===== config.mk =====
export PLATFORM = sky130hd
export DESIGN_NAME = pulse_deser
export DESIGN_NICKNAME = d
export VERILOG_FILES = /design/src/rtl/pulse_deser.sv
export SDC_FILE = /design/constraint.sdc
export NUM_CORES = 1
export LEC_CHECK = 0
export CAP_MARGIN = 20
export CORE_ASPECT_RATIO = 1.25
export CORE_UTILIZATION = 25
export CTS_BUF_LIST = sky130_fd_sc_hd__clkbuf_8
export CTS_CLUSTER_DIAMETER = 100
export CTS_CLUSTER_SIZE = 25
export DETAILED_ROUTE_END_ITERATION = 10
export PLACE_DENSITY = 0.49
export RECOVER_POWER = 50
export SLEW_MARGIN = 20
export SYNTH_ARGS = -nofsm -noshare
export SYNTH_HDL_FRONTEND = slang
export SYNTH_SLANG_ARGS = --single-unit
export TNS_END_PERCENT = 50

===== constraint.sdc =====
create_clock -name clk -period 2.55 [get_ports clk]
set_input_delay 0.6375 -clock clk [delete_from_list [all_inputs] [get_ports clk]]
set_output_delay 0.6375 -clock clk [all_outputs]
set_load 0.05 [all_outputs]

===== src/rtl/pulse_deser.sv =====
`timescale 1ns/1ps
// Purpose : sample an asynchronous pulse input every DIV clks and pack 32 samples per word.
// Latency : a sig_in transition reaches dsq within 2 + 32*DIV clks (2 more samples with the filter).
// Backpressure: none; free-running producer, the consumer latches dsq on the falling edge of pclk.
//
// Build option: `define PULSE_DESER_GLITCH_FILT_EN inserts a 3-tap majority filter,
// clocked on the sample strobe, between the synchronizer and the shift register.
//
// Ports:
//   clk       system clock, all logic on posedge
//   rst_n     asynchronous active-low reset
//   sig_in    asynchronous pulse input under measurement
//   dsq       packed sample word, bit0 = oldest sample, bit31 = newest
//   pclk      word clock; rises with each word update, falls mid-word
//   word_vld  one-clk pulse in the cycle dsq takes a new word
//   idle      high once IDLE_WORDS consecutive words contained no edge
module pulse_deser #(
  parameter int DIV        = 1,
  parameter int IDLE_WORDS = 64
) (
  input  logic        clk,
  input  logic        rst_n,
  input  logic        sig_in,
  output logic [31:0] dsq,
  output logic        pclk,
  output logic        word_vld,
  output logic        idle
);

  localparam logic [9:0]  DIV_LAST = 10'(DIV - 1);
  localparam logic [15:0] IDLE_MAX = 16'(IDLE_WORDS);

  // ---------------------------------------------------------------------------
  // Two-flop synchronizer, nothing between the stages.
  // ---------------------------------------------------------------------------
  logic sync_q;
  logic s_sync;

  always_ff @(posedge clk or negedge rst_n) begin
    if (!rst_n) begin
      sync_q <= 1'b0;
      s_sync <= 1'b0;
    end else begin
      sync_q <= sig_in;
      s_sync <= sync_q;
    end
  end

  // ---------------------------------------------------------------------------
  // Sample strobe: one clk in every DIV; with DIV=1 it is permanently high.
  // ---------------------------------------------------------------------------
  logic [9:0] divcnt;
  logic       stb;

  assign stb = (divcnt == DIV_LAST);

  always_ff @(posedge clk or negedge rst_n) begin
    if (!rst_n) begin
      divcnt <= '0;
    end else if (stb) begin
      divcnt <= '0;
    end else begin
      divcnt <= divcnt + 10'd1;
    end
  end

  // ---------------------------------------------------------------------------
  // Sample source for the shifter.
  // ---------------------------------------------------------------------------
  logic samp;

`ifdef PULSE_DESER_GLITCH_FILT_EN
  // Three registered taps; the majority is centred on the sample taken two
  // strobes ago, so an isolated one-sample glitch is always outvoted.
  logic [2:0] taps;

  always_ff @(posedge clk or negedge rst_n) begin
    if (!rst_n) begin
      taps <= '0;
    end else if (stb) begin
      taps <= {taps[1:0], s_sync};
    end
  end

  assign samp = (taps[0] & taps[1]) | (taps[0] & taps[2]) | (taps[1] & taps[2]);
`else
  assign samp = s_sync;
`endif

  // ---------------------------------------------------------------------------
  // Shift register and bit counter.
  // The oldest sample would be shifted straight out without ever being read,
  // so only bits 31..1 are stored; word_next is the full 32-sample word.
  // ---------------------------------------------------------------------------
  logic [31:1] sh;
  logic [31:0] word_next;
  logic [4:0]  bitcnt;
  logic [4:0]  bitcnt_next;
  logic        word_end;

  assign word_next   = {samp, sh[31:1]};
  assign bitcnt_next = bitcnt + 5'd1;
  assign word_end    = stb && (bitcnt == 5'd31);

  // pclk tracks ~bitcnt[4] as a register: it rises on the 31->0 wrap together
  // with the word update and falls on 15->16, half a word later.
  always_ff @(posedge clk or negedge rst_n) begin
    if (!rst_n) begin
      sh     <= '0;
      bitcnt <= '0;
      pclk   <= 1'b1;
    end else if (stb) begin
      sh     <= word_next[31:1];
      bitcnt <= bitcnt_next;
      pclk   <= ~bitcnt_next[4];
    end
  end

  // ---------------------------------------------------------------------------
  // Edge detection and idle tracking, evaluated once per word.
  // The word is compared against itself shifted by one sample, with the
  // previous word's newest sample filling in below bit0, so an edge exactly
  // on the word boundary is also caught.
  // ---------------------------------------------------------------------------
  logic        last_b;
  logic        has_edge;
  logic [15:0] idlecnt;
  logic [15:0] idlecnt_next;

  assign has_edge = |(word_next ^ {word_next[30:0], last_b});

  always_comb begin
    idlecnt_next = idlecnt;
    if (has_edge) begin
      idlecnt_next = '0;
    end else if (idlecnt != IDLE_MAX) begin
      idlecnt_next = idlecnt + 16'd1;
    end
  end

  always_ff @(posedge clk or negedge rst_n) begin
    if (!rst_n) begin
      dsq      <= '0;
      word_vld <= 1'b0;
      last_b   <= 1'b0;
      idlecnt  <= '0;
      idle     <= 1'b0;
    end else begin
      word_vld <= word_end;
      if (word_end) begin
        dsq     <= word_next;
        last_b  <= word_next[31];
        idlecnt <= idlecnt_next;
        idle    <= (idlecnt_next == IDLE_MAX);
      end
    end
  end

endmodule


# Word-level counts from Yosys, hierarchy flattened
# Index checks and enable logic that the tools add are counted.
[totals]
input_bits = 3
reg_bits = 100
wordCells = 25
[op_classes]
reduce_logical = 3
n_bitwise = 2
muxes = 3
eq_ne = 3
addsub = 3
[ops]
columns = ["cell", "n"]
rows = [
  ["$mux W16", 2],
  ["$reduce_or A32 Y1", 1],
  ["$xor A32 B32 Y32", 1],
  ["$add A16 B1 Y16 const B", 1],
  ["$eq A16 B7 Y1 const B", 1],
  ["$ne A16 B7 Y1 const B", 1],
  ["$add A10 B1 Y10 const B", 1],
  ["$logic_not A10 Y1", 1],
  ["$mux W10", 1],
  ["$add A5 B1 Y5 const B", 1],
  ["$eq A5 B5 Y1 const B", 1],
  ["$logic_and A1 B1 Y1", 1],
  ["$not A1 Y1", 1],
]

# Logic depth before layout (Yosys ltp)
# Gate-level depths: netlist of the first run.
[logic_depth]
depth_word = 4
mapped_depth = 10
mapped_depth_nobuf = 9

# Worst setup path before layout of the first run
# No wires, ideal clock.
[synth_path]
path_kind = "flip-flop to flip-flop"
from = "reg sh[27] (netlist bit)"
to = "reg idle"
t_arrival_ns = 2.284
path_slack_ns = 0.189
stages_incl_launch_ff = 8
path_cell_list = "dfrtp_1 or4_4 nor4_2 o22ai_2 or2_0 buf_2 or4_1 o21ai_1"
[synth_via]
elab_chain_len = 4
[synth_lines]
columns = ["element", "line", "text"]
rows = [
  ["start: declaration", "95", "logic [31:1] sh;"],
  ["start signal: assignment", "113", "sh <= word_next[31:1];"],
  ["$xor A32 B32 Y32", "130", "assign has_edge = |(word_next ^ {word_next[30:0], last_b});"],
  ["$reduce_or A32 Y1", "130", ""],
  ["$mux W16", "134", "if (has_edge) begin"],
  ["$eq A16 B7 Y1", "154", "idle <= (idlecnt_next == IDLE_MAX);"],
  ["end signal: assignment", "154", ""],
  ["end: declaration", "27", "output logic idle"],
]
# Every way passes these cells.
# A chain may end at the register's enable or synchronous reset.

# Worst setup path in the final report of the first run
[layout_path]
from = "reg sh[19] (netlist bit)"
to = "reg idle"
# Same word-level chain as after synthesis.

==> impl_metrics.tcl, run 1 <==
set metrics [dict create \
    status "finished clean" \
    avgSynthCellArea_um2 8.72 \
    grt_max_degree 51 \
    reg2reg_from "sh[19]" \
    yosysWarnings 0 \
    cp_data_arrival_time_ns 2.70 \
    route.detailed.drc 0 \
    coreArea_mm2 0.0176 \
    final_cell_mix "nand2_1, dfrtp_1, clkdlybuf4s50_1, nand3_1, nor3_1" \
    hp-class "register to register" \
    ys_ff_latch 99 \
    rrSetupSlack_ns 0.14 \
    fin_crit_ns 2.41 \
    finalWirelength_um 10500 \
    numCtsBuffers 9 \
    seq_area_frac_synth 0.548 \
    worstMarginPinSlew_ns 1.24 \
    synth_top_area_frac 0.542 \
    drt_first_pass_iters 4 \
    max-cap-violations 0 \
    cts-root-buf "clkbuf_8" \
    row_count 54 \
    syn-cell-area_mm2 0.00453 \
    clk_pin_slew_ns 0.10 \
    worstPathRequired_ns 2.85 \
    setup_tns_ns 0 \
    ctsHoldBuffers 0 \
    hold_start "sync_q" \
    grtUsageTotal 0.124 \
    placed_area_mm2 0.00523 \
    place_hpwl_um 7420 \
    vias 3693 \
    skew_ns 0.0115 \
    area_growth_syn_to_layout_pct 19.4 \
    leakagePower_uw 0.00245 \
    synth_nets 528 \
    clock.fmax_mhz 415 \
    post_cts_resized 0 \
    insertion_delay_ns 0.37 \
    cts_tree "done" \
    critPathCaptureType "register" \
    wl_per_cell_um 13.3 \
    slew_headroom 0.172 \
    final_area_mm2 0.00541 \
    antenna_cells 0 \
    cts_max_level 3 \
    power_density_mw_per_mm2 548 \
    ios 38 \
    rsz0062_at_grt "false" \
    fin_ws_ns 0.142 \
    crit_type "register to register" \
    crit_start "sh[19]" \
    whs_ns 0.405 \
    clk_path_buf_depth 2 \
    drv_slew 0 \
    fp.dieW_um 122 \
    mostFrequentLayoutCell "nand2_1" \
    period_share 0.944 \
    ant_nets 0 \
    viasPerCell 4.69 \
    grt_pass1_wl_um 18400 \
    drtIter0Drc 155 \
    dp_slack_ns 0.150 \
    synthCells 519 \
    cts.sinks 99 \
    drive_gt1_frac 0.0762 \
    die_h_um 152 \
    port-buffer-count 37 \
    synth_top_cell_by_area "dfrtp_1" \
    fillers 1859 \
    first_global_vias 3857 \
    cp-start-kind "register" \
    antenna_found_initial 0 \
    nets 568 \
    synth.distinct_cells 41 \
    overflow 0 \
    crit_path_max_fanout 5 \
    ir_worst_vdd_mv 0.225 \
    postLayoutCoreUtil 0.308 \
    hold_viol 0 \
    synthTopCellsByArea "dfrtp_1, nand2_1, nand3_1, nor3_1, xnor2_1" \
    setup_viol 0 \
    place_congestion 0.865 \
    die_area_mm2 0.0186 \
    start_util 0.258 \
    cts_setup_buffers 0 \
]
-- metrics by stage --
step / power (uW) / std cells
6_report: 2960 / 788
5_1_grt: 3090 / 788
4_1_cts: 3010 / 788
3_5_place_dp: 1940 / 772
3_3_place_gp: 1940 / 772
2_1_floorplan: 1820 / 519
-- power breakdown --
part,switching (uW),leakage [uW],internal [uW]
registers,50.0,0.00122,1620
clock network,550,0.000110,511
logic,160,0.00111,67.3
-- cells in the mapped netlist, drive strengths merged --
| cell type | instances |
|---|---|
| nand2 | 218 |
| dfrtp | 98 |
| clkbuf | 22 |
| nand3 | 22 |
| nor3 | 20 |
| o21ai | 15 |
| nor2 | 14 |
| inv | 11 |
| xnor2 | 11 |
| nand4 | 10 |
| and3 | 8 |
| a21oi | 6 |
| buf | 6 |
| ha | 6 |
| nor4 | 6 |
| o22ai | 5 |
| or3 | 5 |
| or4 | 5 |
| o31ai | 4 |
| xor2 | 4 |
| nor4b | 3 |
| o2bb2ai | 3 |
| and4 | 2 |
| mux2i | 2 |
| nor2b | 2 |
| o41ai | 2 |
| a21o | 1 |
| a32o | 1 |
| and2 | 1 |
| dfstp | 1 |
| nand2b | 1 |
| nor3b | 1 |
| o2111ai | 1 |
| o31a | 1 |
| or2 | 1 |
-- layout make-up --
class | instances | area (um2) | share of cell area
sequential | 99 | 2480 | 0.459
clock buffer | 11 | 151 | 0.0280
multi-input combinational | 381 | 1900 | 0.351
inverter | 11 | 41.3 | 0.00764
timing repair buffer | 57 | 500 | 0.0926
clock inverter | 5 | 57.6 | 0.0106
tap | 224 | 280 | 0.0519
-- registers in the layout, indices dropped and copies added (netlist names) --
signal	count
dsq	32
sh	31
idlecnt	16
divcnt	10
bitcnt	5
idle	1
pclk	1
s_sync	1
sync_q	1
word_vld	1
-- routing by layer --
layer | up-vias | wire [um] | global-route usage
met2 | 62 | 5380 | 0.213
met4 | 0 | 303 | 0.0674
li1 | 1801 | - | -
met1 | 1810 | 4520 | 0.147
met3 | 20 | 285 | 0.0157
met5 | - | 0 | 0
-- critical path, stage by stage (launching register included) --
cell     delay, ns
dfrtp_1       0.44
or4_1         0.55
nor4_2        0.32
o22ai_2       0.12
or2_0         0.24
or4_1         0.53
o21ai_1       0.13
-- cells by family (layout without fill, tap and decap cells) --
kind of cell | after synthesis | in the layout | share of synthesized area
mux | 2 | 2 | 0.00442
buf+inv | 39 | 84 | 0.0335
simple gates | 319 | 319 | 0.312
xor+xnor | 15 | 15 | 0.0290
compound gates | 39 | 39 | 0.0570
fa+ha+maj | 6 | 6 | 0.0166
flops | 99 | 99 | 0.548
-- worst paths after layout --
check | depth (start not counted) | to
min | 0 | s_sync
max reg2reg | 6 | idle
max in group asynchronous | 2 | idle
min reg2reg | 0 | s_sync
max | 6 | idle
min in group asynchronous | 1 | dsq[24]
No activity file was read; power rests on OpenSTA's default activity.
==> run 2: changes to the inputs <==
--- a/config.mk
+++ b/config.mk
@@ -7,12 +7,13 @@
 export LEC_CHECK = 0
 export CAP_MARGIN = 20
 export CORE_ASPECT_RATIO = 1.25
-export CORE_UTILIZATION = 25
+export CORE_MARGIN = 1.5
+export CORE_UTILIZATION = 49
 export CTS_BUF_LIST = sky130_fd_sc_hd__clkbuf_8
-export CTS_CLUSTER_DIAMETER = 100
+export CTS_CLUSTER_DIAMETER = 30
 export CTS_CLUSTER_SIZE = 25
 export DETAILED_ROUTE_END_ITERATION = 10
-export PLACE_DENSITY = 0.49
+export PLACE_DENSITY = 0.79
 export RECOVER_POWER = 50
 export SLEW_MARGIN = 20
 export SYNTH_ARGS = -nofsm -noshare
==> run 2 against run 1 <==
  * Die area is 47% lower
  * Power fell by 1.0%
  * Flip-flop and latch count unchanged
  * Via count decreased by 0.22%
  * Count of clock-buffer cells in the layout shrank 2
  * Sequential power about the same
  * Critical path depth unchanged
  * Non-clock buffer count down 7
  * Utilization grew 27 points
  * First-iteration DRC count grew 84%
  * Critical path type unchanged
  * Largest power group unchanged
==> impl_metrics.tcl, run 2 (synthesized netlist as in run 1, its figures left out) <==
set metrics [dict create \
    reg2reg_from "sh[19]" \
    cts_setup_buffers 0 \
    reg_top3 "dsq (32), sh (31), idlecnt (16)" \
    mostFrequentLayoutCell "nand2_1" \
    r2r_end "idle" \
    cp_data_arrival_time_ns 2.70 \
    wl_per_cell_um 14.5 \
    row_count 39 \
    largest_reg_flops 32 \
    hp-class "input pin to async pin" \
    dp_slack_ns 0.165 \
    drtIter0Drc 285 \
    worstMarginPinSlew_ns 0.956 \
    clk_path_buf_depth 2 \
    antenna_found_initial 0 \
    insertion_delay_ns 0.37 \
    grt_pass1_wl_um 16700 \
    finalWirelength_um 9860 \
    cts_max_level 3 \
    clock.fmax_mhz 418 \
    route.detailed.drc 0 \
    setup_viol 0 \
    crit_path_max_fanout 5 \
    multi_input_area_mm2 0.00190 \
    rrSetupSlack_ns 0.16 \
    ant_nets 0 \
    hold_viol 0 \
    place_congestion 0.874 \
    slew_headroom 0.362 \
    drv_slew 0 \
    grtUsageTotal 0.218 \
    fin_ws_ns 0.158 \
    vias 3685 \
    cts-root-buf "clkbuf_8" \
    status "finished clean" \
    top_register "dsq" \
    nets 561 \
    leakagePower_uw 0.00241 \
    grt_max_degree 59 \
    power_density_mw_per_mm2 560 \
    cts.sinks 99 \
    fillers 822 \
    ctsHoldBuffers 0 \
    ir_worst_vdd_mv 0.397 \
    rsz0062_at_grt "false" \
    antenna_cells 0 \
    ios 38 \
    drt_first_pass_iters 4 \
    cts_tree "done" \
    place_hpwl_um 6760 \
    fp.dieW_um 89.0 \
    max-cap-violations 0 \
    coreArea_mm2 0.00908 \
    critPathCaptureType "register" \
    post_cts_resized 0 \
    area_growth_syn_to_layout_pct 15.6 \
    first_global_vias 3591 \
    clk_pin_slew_ns 0.10 \
    final_cell_mix "nand2_1, dfrtp_1, clkdlybuf4s50_1, nand3_1, nor3_1" \
    period_share 0.938 \
    cp-start-kind "register" \
    overflow 0 \
    worstPathRequired_ns 2.86 \
    skew_ns 0.0117 \
    crit_type "register to register" \
    reg2reg_depth 6 \
    viasPerCell 5.42 \
    start_util 0.499 \
    port-buffer-count 37 \
    numCtsBuffers 9 \
    fin_crit_ns 2.39 \
    ff_latch_area_mm2 0.00248 \
    drive_gt1_frac 0.0664 \
    die_h_um 110 \
    die_area_mm2 0.00982 \
    setup_tns_ns 0 \
]
run 2: report_power, final:
part,switching (uW),internal [uW]
clock,569,463
combinational,160,68.5
sequential,49.5,1620
total,778,2150
run 2: how the worst max path moves through the flow:
stage / start / to / slack, ns / depth (start not counted)
2_1_floorplan: sh[27] / idle / 0.19 / 7
3_3_place_gp: sh[11] / idle / 0.21 / 6
3_5_place_dp: idlecnt[0] / idle / 0.16 / 7
4_1_cts: idlecnt[0] / idle / 0.13 / 7
5_1_grt: sh[11] / idle / 0.01 / 6
6_report: sh[19] / idle / 0.16 / 6
run 2: routing by layer:
| metal | up-vias | wire length (um) | track usage |
|---|---|---|---|
| met1 | 1787 | 4360 | 0.298 |
| met2 | 92 | 4800 | 0.336 |
| met5 | - | 0 | 0 |
| met4 | 0 | 306 | 0.0985 |
| met3 | 28 | 389 | 0.0419 |
| li1 | 1778 | - | - |
run 2: critical path, cell delays in order, from the launching register on:
cell     delay (ns)
dfrtp_1        0.44
or4_1          0.55
nor4_2         0.34
o22ai_2        0.13
or2_0          0.23
or4_1          0.52
o21ai_1        0.13
run 2: per-stage QoR:
stage | total power [uW] | utilization | area [um2] | hold WS (ns) | cells
2_1_floorplan | 1820 | - | 4530 | 0.331 | 519
3_3_place_gp | 1920 | 0.556 | 5050 | 0.361 | 664
3_5_place_dp | 1930 | 0.556 | 5050 | 0.366 | 664
4_1_cts | 2960 | 0.578 | 5250 | 0.106 | 680
5_1_grt | 3040 | 0.577 | 5230 | 0.398 | 680
6_report | 2930 | 0.577 | 5230 | 0.379 | 680
run 2: area by class of cell:
class                           count  area share
Inverter                           11     0.00789
Multi-Input combinational cell    381       0.362
Timing Repair Buffer               50      0.0889
Clock inverter                      7      0.0141
Tap cell                          123      0.0294
Clock buffer                        9      0.0237
Sequential cell                    99       0.474
==> run 3: changes to the inputs <==
--- a/config.mk
+++ b/config.mk
@@ -7,7 +7,7 @@
 export LEC_CHECK = 0
 export CAP_MARGIN = 20
 export CORE_ASPECT_RATIO = 1.25
-export CORE_MARGIN = 1.5
+export CORE_MARGIN = 3
 export CORE_UTILIZATION = 49
 export CTS_BUF_LIST = sky130_fd_sc_hd__clkbuf_8
 export CTS_CLUSTER_DIAMETER = 30
==> run 3 against run 2 <==
  * Cell count decreased by 0.44%
  * Highest routed layer unchanged
  * Critical endpoint unchanged
  * Die area up 6.2%
  * Critical path depth unchanged
  * Wire length is 1.6% lower
  * Fmax up 1.2%
  * The run now ends with capacitance limit, slew limit left
  * Design area is essentially flat
  * Utilization up 1.6 points
  * Flip-flop and latch count unchanged
  * Sequential power about the same
  * Largest cell class unchanged
  * Sequential share of layout area hardly changed
  * Non-clock buffer count unchanged
  * Clock skew is 0.0038 ns lower
==> impl_metrics.tcl, run 3 (synthesized netlist as in run 1, its figures left out) <==
set metrics [dict create \
    grt_max_degree 49 \
    ant_nets 0 \
    wl_per_cell_um 14.3 \
    port-buffer-count 37 \
    ctsHoldBuffers 0 \
    cts_tree "done" \
    clk_path_buf_depth 2 \
    drt_first_pass_iters 5 \
    drive_gt1_frac 0.0664 \
    insertion_delay_ns 0.37 \
    critPathMaxStageDelay_ns 0.54 \
    die_h_um 113 \
    cp_data_arrival_time_ns 2.66 \
    clock.fmax_mhz 423 \
    cp_num_buf_inv 0 \
    viasPerCell 5.42 \
    grtUsageTotal 0.200 \
    period_share 0.927 \
    largest_reg_flops 32 \
    hold_viol 0 \
    die_area_mm2 0.0104 \
    grt-busiest-layer "met2" \
    row_count 38 \
    grt_use_met1 0.259 \
    violations "capacitance limit, slew limit" \
    reg2reg_from "sh[19]" \
    r2r_end "idle" \
    antenna_found_initial 0 \
    worstPathRequired_ns 2.85 \
    mostFrequentLayoutCell "nand2_1" \
    coreArea_mm2 0.00884 \
    ir_worst_vdd_mv 0.366 \
    first_global_vias 3667 \
    path_common_cell "or4_1" \
    final_cell_mix "nand2_1, dfrtp_1, clkdlybuf4s50_1, nand3_1, nor3_1" \
    drv_slew 33 \
    min_path_cells 0 \
    nets 561 \
    clk_pin_slew_ns 0.09 \
    vias 3668 \
    worstMarginPinSlew_ns 1.85 \
    max-cap-violations 1 \
    slew_headroom -0.231 \
    top_register "dsq" \
    cts.sinks 99 \
    crit_type "register to register" \
    grt_pass1_wl_um 16900 \
    power_density_mw_per_mm2 559 \
    drtIter0Drc 159 \
    dp_cells 661 \
    area_growth_syn_to_layout_pct 15.8 \
    hold_start "sync_q" \
    holdPathEnd "s_sync" \
    whs_ns 0.390 \
    cp-start-kind "register" \
    crit_chain "or4_1 > nor4_2 > o22ai_2 > or2_0 > or4_1 > o21ai_1" \
    postLayoutCoreUtil 0.592 \
    power_uw 2930 \
    antenna_cells 0 \
    rsz0062_at_grt "false" \
    cts-root-buf "clkbuf_8" \
    setup_tns_ns 0 \
    numCtsBuffers 9 \
    cts_max_level 3 \
    place_hpwl_um 6640 \
    reg2reg_depth 6 \
    fin_cells 677 \
    critPathTopFamily "simple AND/OR/NAND/NOR gates" \
    fillers 778 \
    status "finished with violations" \
    fp.dieW_um 92.0 \
    crit_path_max_fanout 5 \
    place_congestion 0.912 \
    hp-class "register to register" \
    fin_crit_ns 2.36 \
    rrSetupSlack_ns 0.19 \
    finalWirelength_um 9700 \
    ios 38 \
    critPathCaptureType "register" \
    route.detailed.drc 0 \
    reg_top3 "dsq (32), sh (31), idlecnt (16)" \
    leakagePower_uw 0.00242 \
    slowest_stage "or4_1" \
    skew_ns 0.00792 \
    start_util 0.512 \
    grtUsageMet3 0.0369 \
    use_met2 0.336 \
    setup_viol 0 \
    overflow 0 \
]
run 3: changes by cell type in the layout (fill, tap and decap cells not counted), moves of 2 or more:
cell      delta
inv_1        +2
clkinv_4     +2
clkinv_2     -3
inv_6        -2
run 3: worst reg2reg max path: cells and delay by family (launching register included):
family,cells,cell delay (ns)
DFF,1,0.43
AOI/OAI and AO/OA,2,0.25
and+or+nand+nor,4,1.61
run 3: routing by layer:
metal  share of wire  wire length, um
met5               0                0
met4           0.022              209
met3           0.040              390
met2            0.50             4830
met1            0.44             4270
run 3: worst max-delay path by stage:
stage                from    to  slack (ns)  depth (start not counted)
6_report           sh[19]  idle        0.19                          6
3_5_place_dp       sh[19]  idle        0.19                          6
2_1_floorplan      sh[27]  idle        0.19                          7
5_1_grt            sh[19]  idle        0.01                          6
3_3_place_gp       sh[19]  idle        0.24                          6
4_1_cts        idlecnt[0]  idle        0.16                          7
run 3: area by class of cell:
cell class | instances | area [um2] | share of cell area
clock inverter | 6 | 66.3 | 0.0127
sequential | 99 | 2480 | 0.474
inverter | 11 | 41.3 | 0.00788
clock buffer | 10 | 138 | 0.0263
multi-input combinational | 381 | 1900 | 0.362
tap | 120 | 150 | 0.0287
timing repair buffer | 50 | 467 | 0.0891
run 3: metrics by stage:
stage / instance area [um2] / worst slack (ns)
after CTS: 5250 / 0.155
after floorplan: 4530 / 0.189
after global routing: 5240 / 0.0144
after detailed placement: 5040 / 0.194
final: 5240 / 0.187
after global placement: 5040 / 0.238
run 3: timing repair:
| action | CTS | global route |
|---|---|---|
| setup endpoints to repair | 0 | 1 |
| gates resized for setup | 0 | 2 |
| buffers inserted | 0 | 0 |
run 3: where the power goes:
group	switching, uW	leakage [uW]	total [uW]	internal (uW)
sequential	50.3	0.00122	1670	1620
clock	545	0.000111	1030	484
combinational	160	0.00109	228	68.7
